File: src/rtl/cpu_pkg.sv
// Shared definitions for the sequencer: opcodes, FSM states, ALU selects and
// the control-output bundle.
package cpu_pkg;

    localparam logic [2:0] OP_HLT = 3'b000;
    localparam logic [2:0] OP_SKZ = 3'b001;
    localparam logic [2:0] OP_ADD = 3'b010;
    localparam logic [2:0] OP_AND = 3'b011;
    localparam logic [2:0] OP_XOR = 3'b100;
    localparam logic [2:0] OP_LDA = 3'b101;
    localparam logic [2:0] OP_STO = 3'b110;
    localparam logic [2:0] OP_JMP = 3'b111;

    typedef enum logic [1:0] {
        FETCH  = 2'd0,
        DECODE = 2'd1,
        EXEC   = 2'd2,
        HALT   = 2'd3
    } state_t;

    typedef enum logic [1:0] {
        ALU_PASS = 2'd0,
        ALU_ADD  = 2'd1,
        ALU_AND  = 2'd2,
        ALU_XOR  = 2'd3
    } alu_op_t;

    typedef struct packed {
        logic    ir_load;
        logic    pc_inc;
        logic    write_en;
        logic    skip;
        logic    reg_write;
        logic    alu_to_acc;
        logic    branch;
        logic    halted;
        logic    illegal;
        alu_op_t alu_op;
    } ctrl_t;

    // Control word presented while fetching; also the reset value.
    function automatic ctrl_t fetch_ctrl();
        ctrl_t c;
        c         = '0;
        c.ir_load = 1'b1;
        return c;
    endfunction

    // LDA and STO wait in EXEC for the memory handshake.
    function automatic logic is_mem_op(input logic [2:0] op);
        return (op == OP_LDA) || (op == OP_STO);
    endfunction

endpackage

File: src/rtl/op_decode.sv
// Combinational map from the latched opcode and the zero flag to the control
// word driven while the FSM is in EXEC.
module op_decode
    import cpu_pkg::*;
(
    input  logic [2:0] op,
    input  logic       zero,
    output ctrl_t      ctrl
);

    always_comb begin
        // NOTE: every output gets a default before the case so no path leaves it unassigned (no latch).
        ctrl = '0;
        case (op)
            OP_SKZ: begin
                ctrl.skip   = zero;
                ctrl.pc_inc = zero;
            end
            OP_ADD: begin
                ctrl.reg_write  = 1'b1;
                ctrl.alu_to_acc = 1'b1;
                ctrl.alu_op     = ALU_ADD;
            end
            OP_AND: begin
                ctrl.reg_write  = 1'b1;
                ctrl.alu_to_acc = 1'b1;
                ctrl.alu_op     = ALU_AND;
            end
            OP_XOR: begin
                ctrl.reg_write  = 1'b1;
                ctrl.alu_to_acc = 1'b1;
                ctrl.alu_op     = ALU_XOR;
            end
            OP_LDA: begin
                ctrl.reg_write = 1'b1;
                ctrl.alu_op    = ALU_PASS;
            end
            OP_STO:  ctrl.write_en = 1'b1;
            OP_JMP:  ctrl.branch   = 1'b1;
            default: ctrl = '0;
        endcase
    end

endmodule

File: src/rtl/seq_controller.sv
// Fetch/decode/execute sequencer with registered Moore control outputs.
// Define SEQ_CTRL_ILLEGAL_TRAP_EN to halt on opcodes with nonzero upper bits.
module seq_controller
    import cpu_pkg::*;
#(
    parameter int OPCODE_W = 3,
    parameter int ALU_OP_W = 2
) (
    input  logic                clk,
    input  logic                rst,
    input  logic [OPCODE_W-1:0] opcode,
    input  logic                mem_ready,
    input  logic                zero,
    output logic                ir_load,
    output logic                pc_inc,
    output logic                write_en,
    output logic                skip,
    output logic                reg_write,
    output logic                alu_to_acc,
    output logic                branch,
    output logic                halted,
    output logic                illegal,
    output logic [ALU_OP_W-1:0] alu_op
);

    state_t              state_q, state_d;
    logic [OPCODE_W-1:0] op_q, op_d;
    ctrl_t               ctrl_q, ctrl_d;
    ctrl_t               exec_ctrl;
    logic                trap;

`ifdef SEQ_CTRL_ILLEGAL_TRAP_EN
    assign trap = |(op_q >> 3);
`else
    logic unused_upper_bits;
    assign unused_upper_bits = |(op_q >> 3);
    assign trap              = 1'b0;
`endif

    op_decode u_op_decode (
        .op   (op_q[2:0]),
        .zero (zero),
        .ctrl (exec_ctrl)
    );

    always_comb begin
        state_d = state_q;
        op_d    = op_q;
        case (state_q)
            FETCH: begin
                if (mem_ready) begin
                    op_d    = opcode;
                    state_d = DECODE;
                end
            end
            DECODE: begin
                if (op_q[2:0] == OP_HLT || trap) state_d = HALT;
                else                             state_d = EXEC;
            end
            EXEC: begin
                if (!is_mem_op(op_q[2:0]) || mem_ready) state_d = FETCH;
            end
            HALT:    state_d = HALT;
            default: state_d = FETCH;
        endcase
    end

    // Outputs are decoded from the next state so the registered copy lines up
    // with the state register; op_q is already valid whenever EXEC or HALT is next.
    always_comb begin
        ctrl_d = '0;
        case (state_d)
            FETCH:  ctrl_d.ir_load = 1'b1;
            DECODE: ctrl_d.pc_inc  = 1'b1;
            EXEC:   ctrl_d         = exec_ctrl;
            HALT: begin
                ctrl_d.halted  = 1'b1;
                ctrl_d.illegal = trap;
            end
            default: ctrl_d = fetch_ctrl();
        endcase
    end

    always_ff @(posedge clk or posedge rst) begin
        // NOTE: sequential state uses non-blocking assignments so all registers update together.
        if (rst) begin
            state_q <= FETCH;
            op_q    <= '0;
            ctrl_q  <= fetch_ctrl();
        end else begin
            state_q <= state_d;
            op_q    <= op_d;
            ctrl_q  <= ctrl_d;
        end
    end

    assign ir_load    = ctrl_q.ir_load;
    assign pc_inc     = ctrl_q.pc_inc;
    assign write_en   = ctrl_q.write_en;
    assign skip       = ctrl_q.skip;
    assign reg_write  = ctrl_q.reg_write;
    assign alu_to_acc = ctrl_q.alu_to_acc;
    assign branch     = ctrl_q.branch;
    assign halted     = ctrl_q.halted;
    assign illegal    = ctrl_q.illegal;
    assign alu_op     = ALU_OP_W'(ctrl_q.alu_op);

endmodule

File: config.mk
export PLATFORM = sky130hd
export DESIGN_NAME = seq_controller
export DESIGN_NICKNAME = d
export VERILOG_FILES = /design/src/rtl/cpu_pkg.sv /design/src/rtl/op_decode.sv /design/src/rtl/seq_controller.sv
export SDC_FILE = /design/constraint.sdc
export NUM_CORES = 1
export LEC_CHECK = 0
export CORE_MARGIN = 2
export CORE_UTILIZATION = 47
export DETAILED_ROUTE_END_ITERATION = 12
export GPL_TIMING_DRIVEN = 0
export PLACE_DENSITY = 0.84
export REMOVE_ABC_BUFFERS = 1
export SLEW_MARGIN = 25
export SYNTH_ARGS = -nofsm -noshare
export SYNTH_HDL_FRONTEND = slang
export SYNTH_HIERARCHICAL = 1
export SYNTH_SLANG_ARGS = --single-unit
File: constraint.sdc
create_clock -name clk -period 2.3 [get_ports clk]
set_input_delay 0.46 -clock clk [delete_from_list [all_inputs] [get_ports clk]]
set_output_delay 0.46 -clock clk [all_outputs]
set_load 0.03 [all_outputs]
Word-level counts from Yosys, hierarchy flattened --
Cells that the tools add are included.
Cells by class: eq/ne operators 13, mux-type cells 15, reductions and logical operators 9
Operators with widths (count):
- $eq 3x3->1 const B | 4
- $eq 2x2->1 const B | 4
- $mux 2 | 4
- $pmux 2 s4 | 1
- $mux 1 | 7
- $eq 3x2->1 const B | 2
- $pmux 2 s3 | 1
- $mux 5 | 1
- $eq 2x1->1 const B | 2
- $logic_not 2->1 | 2
- $reduce_or 4->1 | 1
- $eq 3x1->1 const B | 1
- $logic_not 3->1 | 1
- $reduce_or 3->1 | 1
- $logic_or 1x1->1 | 2
- $pmux 1 s2 | 1
- $reduce_and 2->1 | 1
- $logic_not 1->1 | 1
Storage, ports and cells: register bits 16, output and inout port bits 11

Longest topological paths before layout --
depth after elaboration 8, mapped depth 6, gate-level depth less buffers 5

By module --
The synthesis kept the hierarchy.
By module, submodules not included:
- seq_controller | instances 1, cells an instance 46, area an instance 668.1 µm², seq. area each 401.6 µm²
- op_decode | instances 1, cells an instance 15, area an instance 100.1 µm², seq. area each 0.0 µm²

Least setup slack after synthesis --
No wires, ideal clock.
path type register to register, from reg op_q[2], to reg ctrl_q (netlist bit pc_inc), arrival time 1.479 ns, setup slack 0.703 ns, cell stages (with the launch flop) 7, period minus slack after synthesis 1.597 ns, cell sequence dfrtp_1 > nor4b_2 > a211oi_1 > ha_1 > clkbuf_1 > a21oi_1 > nor2_1
RTL lines:
- start: declaration | line seq_controller.sv:27 | logic [OPCODE_W-1:0] op_q, op_d;
- start signal: assignment | line seq_controller.sv:92 | op_q <= op_d;
- end signal: assignment | line seq_controller.sv:89 | ctrl_q <= fetch_ctrl();
- end signal: assignment | line seq_controller.sv:93 | ctrl_q <= ctrl_d;
- end: declaration | line seq_controller.sv:28 | ctrl_t ctrl_q, ctrl_d;

Worst setup path after layout --
from reg ctrl_q (netlist bit ir_load), to out ir_load
RTL lines:
- end: declaration | line seq_controller.sv:14 | output logic ir_load,
No word-level cell between the ends.

==> summary.txt <==
Finish
  • # diodes: 0
  • Finished Core Util: 0.629
  • Fill cell count: 128
  • Most common cell after layout, fill and taps aside: clkdlybuf4s50_1
  • Final Instance Area: 958 sq um
  • Reg area: 402 sq um
  • Nets: 91
  • Most frequent cells in the layout: clkdlybuf4s50_1 (17), dfrtp_1 (15), and2_1 (8)
  • Layout cells sized above 1: 0.127
  • Area of the multi-input gates: 333 sq um
  • Syn-to-layout area delta: 24.8%

GRT
  • Antenna violations before repair: 0
  • Gr ovfl total: 0
  • Largest net degree at the start of global routing: 17
  • First-pass GRT wire length: 2020 um
  • Tot GR Track Use: 0.144
  • Vias in the first global route: 484

Clock network
  • Worst skew pair latency: 0.27 ns
  • Setup Buffers After CTS: 0
  • H-tree levels: 1
  • Clock transition at the registers of the reported paths: 0.09 ns
  • CTS buffer count: 3
  • CTS Buffer Depth: 2
  • CTS tree: built
  • PostCTS Resize Cnt: 0
  • Sink Count: 16
  • Clock Tree Root: clkbuf_4
  • Hold_buf cts: 0

Setup path
  • Slowest cell on the critical path: clkdlybuf4s50_1
  • CP endpoint kind: primary output
  • Required @ worst endpoint: 1.84 ns
  • Worst setup SP type: register
  • Worst path arrival time: 1.45 ns
  • Delay-heaviest family, CP: buffers and inverters
  • CP max stage delay: 0.66 ns
  • Kind of critical path: register to primary output
  • Critical-path maximum fanout: 1
  • Buf/Inv on CP: 1
  • Critical-path cell list: clkdlybuf4s50_1

Place
  • Port Buf Inserts: 17
  • Placed inst area: 932 sq um
  • HPWL after DPL: 827 um
  • GPL Wtd Cong: 0.740

Die
  • Std-Cell Rows: 14
  • # IOs: 18
  • CORE AREA: 0.00152 sq mm
  • Die W: 44.4 um
  • Initial Utilization: 0.504
  • DIE HEIGHT: 44.4 um
  • Die ar.: 0.00197 sq mm

Synthesis
  • Ys flop type: dfrtp_1
  • Yosys top cell area share: 0.489
  • Post-synth EDFFs: 0
  • Synthesized area: 768 sq um
  • Yosys reg bits: 16
  • Yosys Warn Count: 6
  • Sequential area share after synthesis: 0.523
  • Largest area contributor in the netlist: dfrtp_1
  • Async SR Flop Fraction: 1.00
  • Synth Instances: 61
  • Top area cells in the synthesized netlist: dfrtp_1 (49%), and2_1 (6.5%), ha_1 (6.5%)
  • Mean Syn Cell Area: 12.6 sq um
  • Yosys cell types: 26

Drt
  • DRC: 0
  • Initial DRC Count: 0
  • DR pass1 iterations: 1
  • Via count: 486
  • WL final: 1110 um
  • ANT nets after route: 0
  • WL per Instance: 11.7 um
  • DR vias/cell: 5.12

STA
  • Worst slew margin: 0.624
  • Peak Freq: 524 MHz
  • Setup TNS: 0 ns
  • Worst-case clock skew: 0.00401 ns
  • Final Hold Fails: 0
  • Final worst-path cycle share: 0.830
  • Worst slew pin tran: 0.563 ns
  • Tmin final: 1.91 ns
  • RSZ-0062 raised after global routing: false
  • Final setup viols: 0
  • Pins Over Slew Limit: 0
  • Hold slack final: 0.531 ns

Power and ir drop
  • Pwr Density: 1320 mW/mm^2
  • Total power: 1.26 mW
  • VDD IR max: 866 uV
  • Leak: 0.462 nW

Hold path
  • Hold WC Path Type: primary input to asynchronous set/reset pin

Outcome
  • Status: complete, no violations

Job
  • Maxcap violations: 0
report_power, final:
group          switching, mW  internal, mW  leakage (nW)
registers              0.131         0.386         0.207
logic                  0.297         0.307         0.240
clock network         0.0776        0.0671        0.0150
routing by layer:
| metal | GRT usage | share of wire | up-vias |
|---|---|---|---|
| li1 | - | - | 240 |
| met5 | 0 | 0 | - |
| met1 | 0.175 | 0.43 | 228 |
| met3 | 0.0286 | 0.055 | 2 |
| met2 | 0.235 | 0.50 | 16 |
| met4 | 0.0909 | 0.011 | 0 |
sequential cells by signal (all words and copies together) (netlist names):
register	flops
ir_load	1
halted	1
alu_to_acc	1
reg_write	1
skip	1
pc_inc	1
branch	1
write_en	1
alu_op	2
state_q	2
illegal	1
op_q	3
stage by stage:
step           instances  setup WS (ns)
6_report              95          0.392
5_1_grt               95          0.318
4_1_cts               95          0.376
3_5_place_dp          91          0.198
3_3_place_gp          91          0.194
2_1_floorplan         58          0.781
worst reg2reg max path, delay by kind of cell, from the launching register on:
family                   cells  cell delay, ns
AO/OA/AOI/OAI                2            0.31
flip-flops                   1            0.52
adder cells (fa/ha/maj)      1            0.33
AND/OR/NAND/NOR              2            0.48
path summary, 6_finish.rpt:
kind	endpoint	start	slack (ns)	cells after the start
setup reg to reg	pc_inc$_DFF_PP0_	op_q[2]$_DFFE_PP0P_	0.58	5
hold / removal	skip$_DFF_PP0_	rst	0.53	2
max in group asynchronous	ir_load$_DFF_PP1_	rst	1.39	2
setup / recovery	ir_load	ir_load$_DFF_PP1_	0.39	1
hold reg to reg	ir_load$_DFF_PP1_	state_q[1]$_DFF_PP0_	0.63	1
min in group clk	ir_load$_DFF_PP1_	state_q[1]$_DFF_PP0_	0.63	1
kinds of logic after synthesis:
| family | Yosys count | synth area share |
|---|---|---|
| buffers and inverters | 7 | 0.0537 |
| adder cells (fa/ha/maj) | 4 | 0.0651 |
| AO/OA/AOI/OAI | 10 | 0.104 |
| XOR/XNOR | 2 | 0.0228 |
| multiplexers | 3 | 0.0586 |
| other | 1 | 0.00488 |
| AND/OR/NAND/NOR | 18 | 0.168 |
| flip-flops | 16 | 0.523 |
final cells by class:
cell class,count,area share
timing repair buffer,17,0.178
sequential,16,0.419
tap,16,0.0209
inverter,2,0.00783
clock buffer,4,0.0274
multi-input combinational,40,0.347
cells in the mapped netlist, types with 2 or more instances:
library cell / n
nor2_1: 3
buf_4: 4
a21o_1: 2
a21oi_1: 2
inv_1: 2
dfrtp_1: 15
and2_1: 8
xor2_1: 2
mux2_4: 3
ha_1: 4
Note: power is estimated with default switching activity, not from simulation.
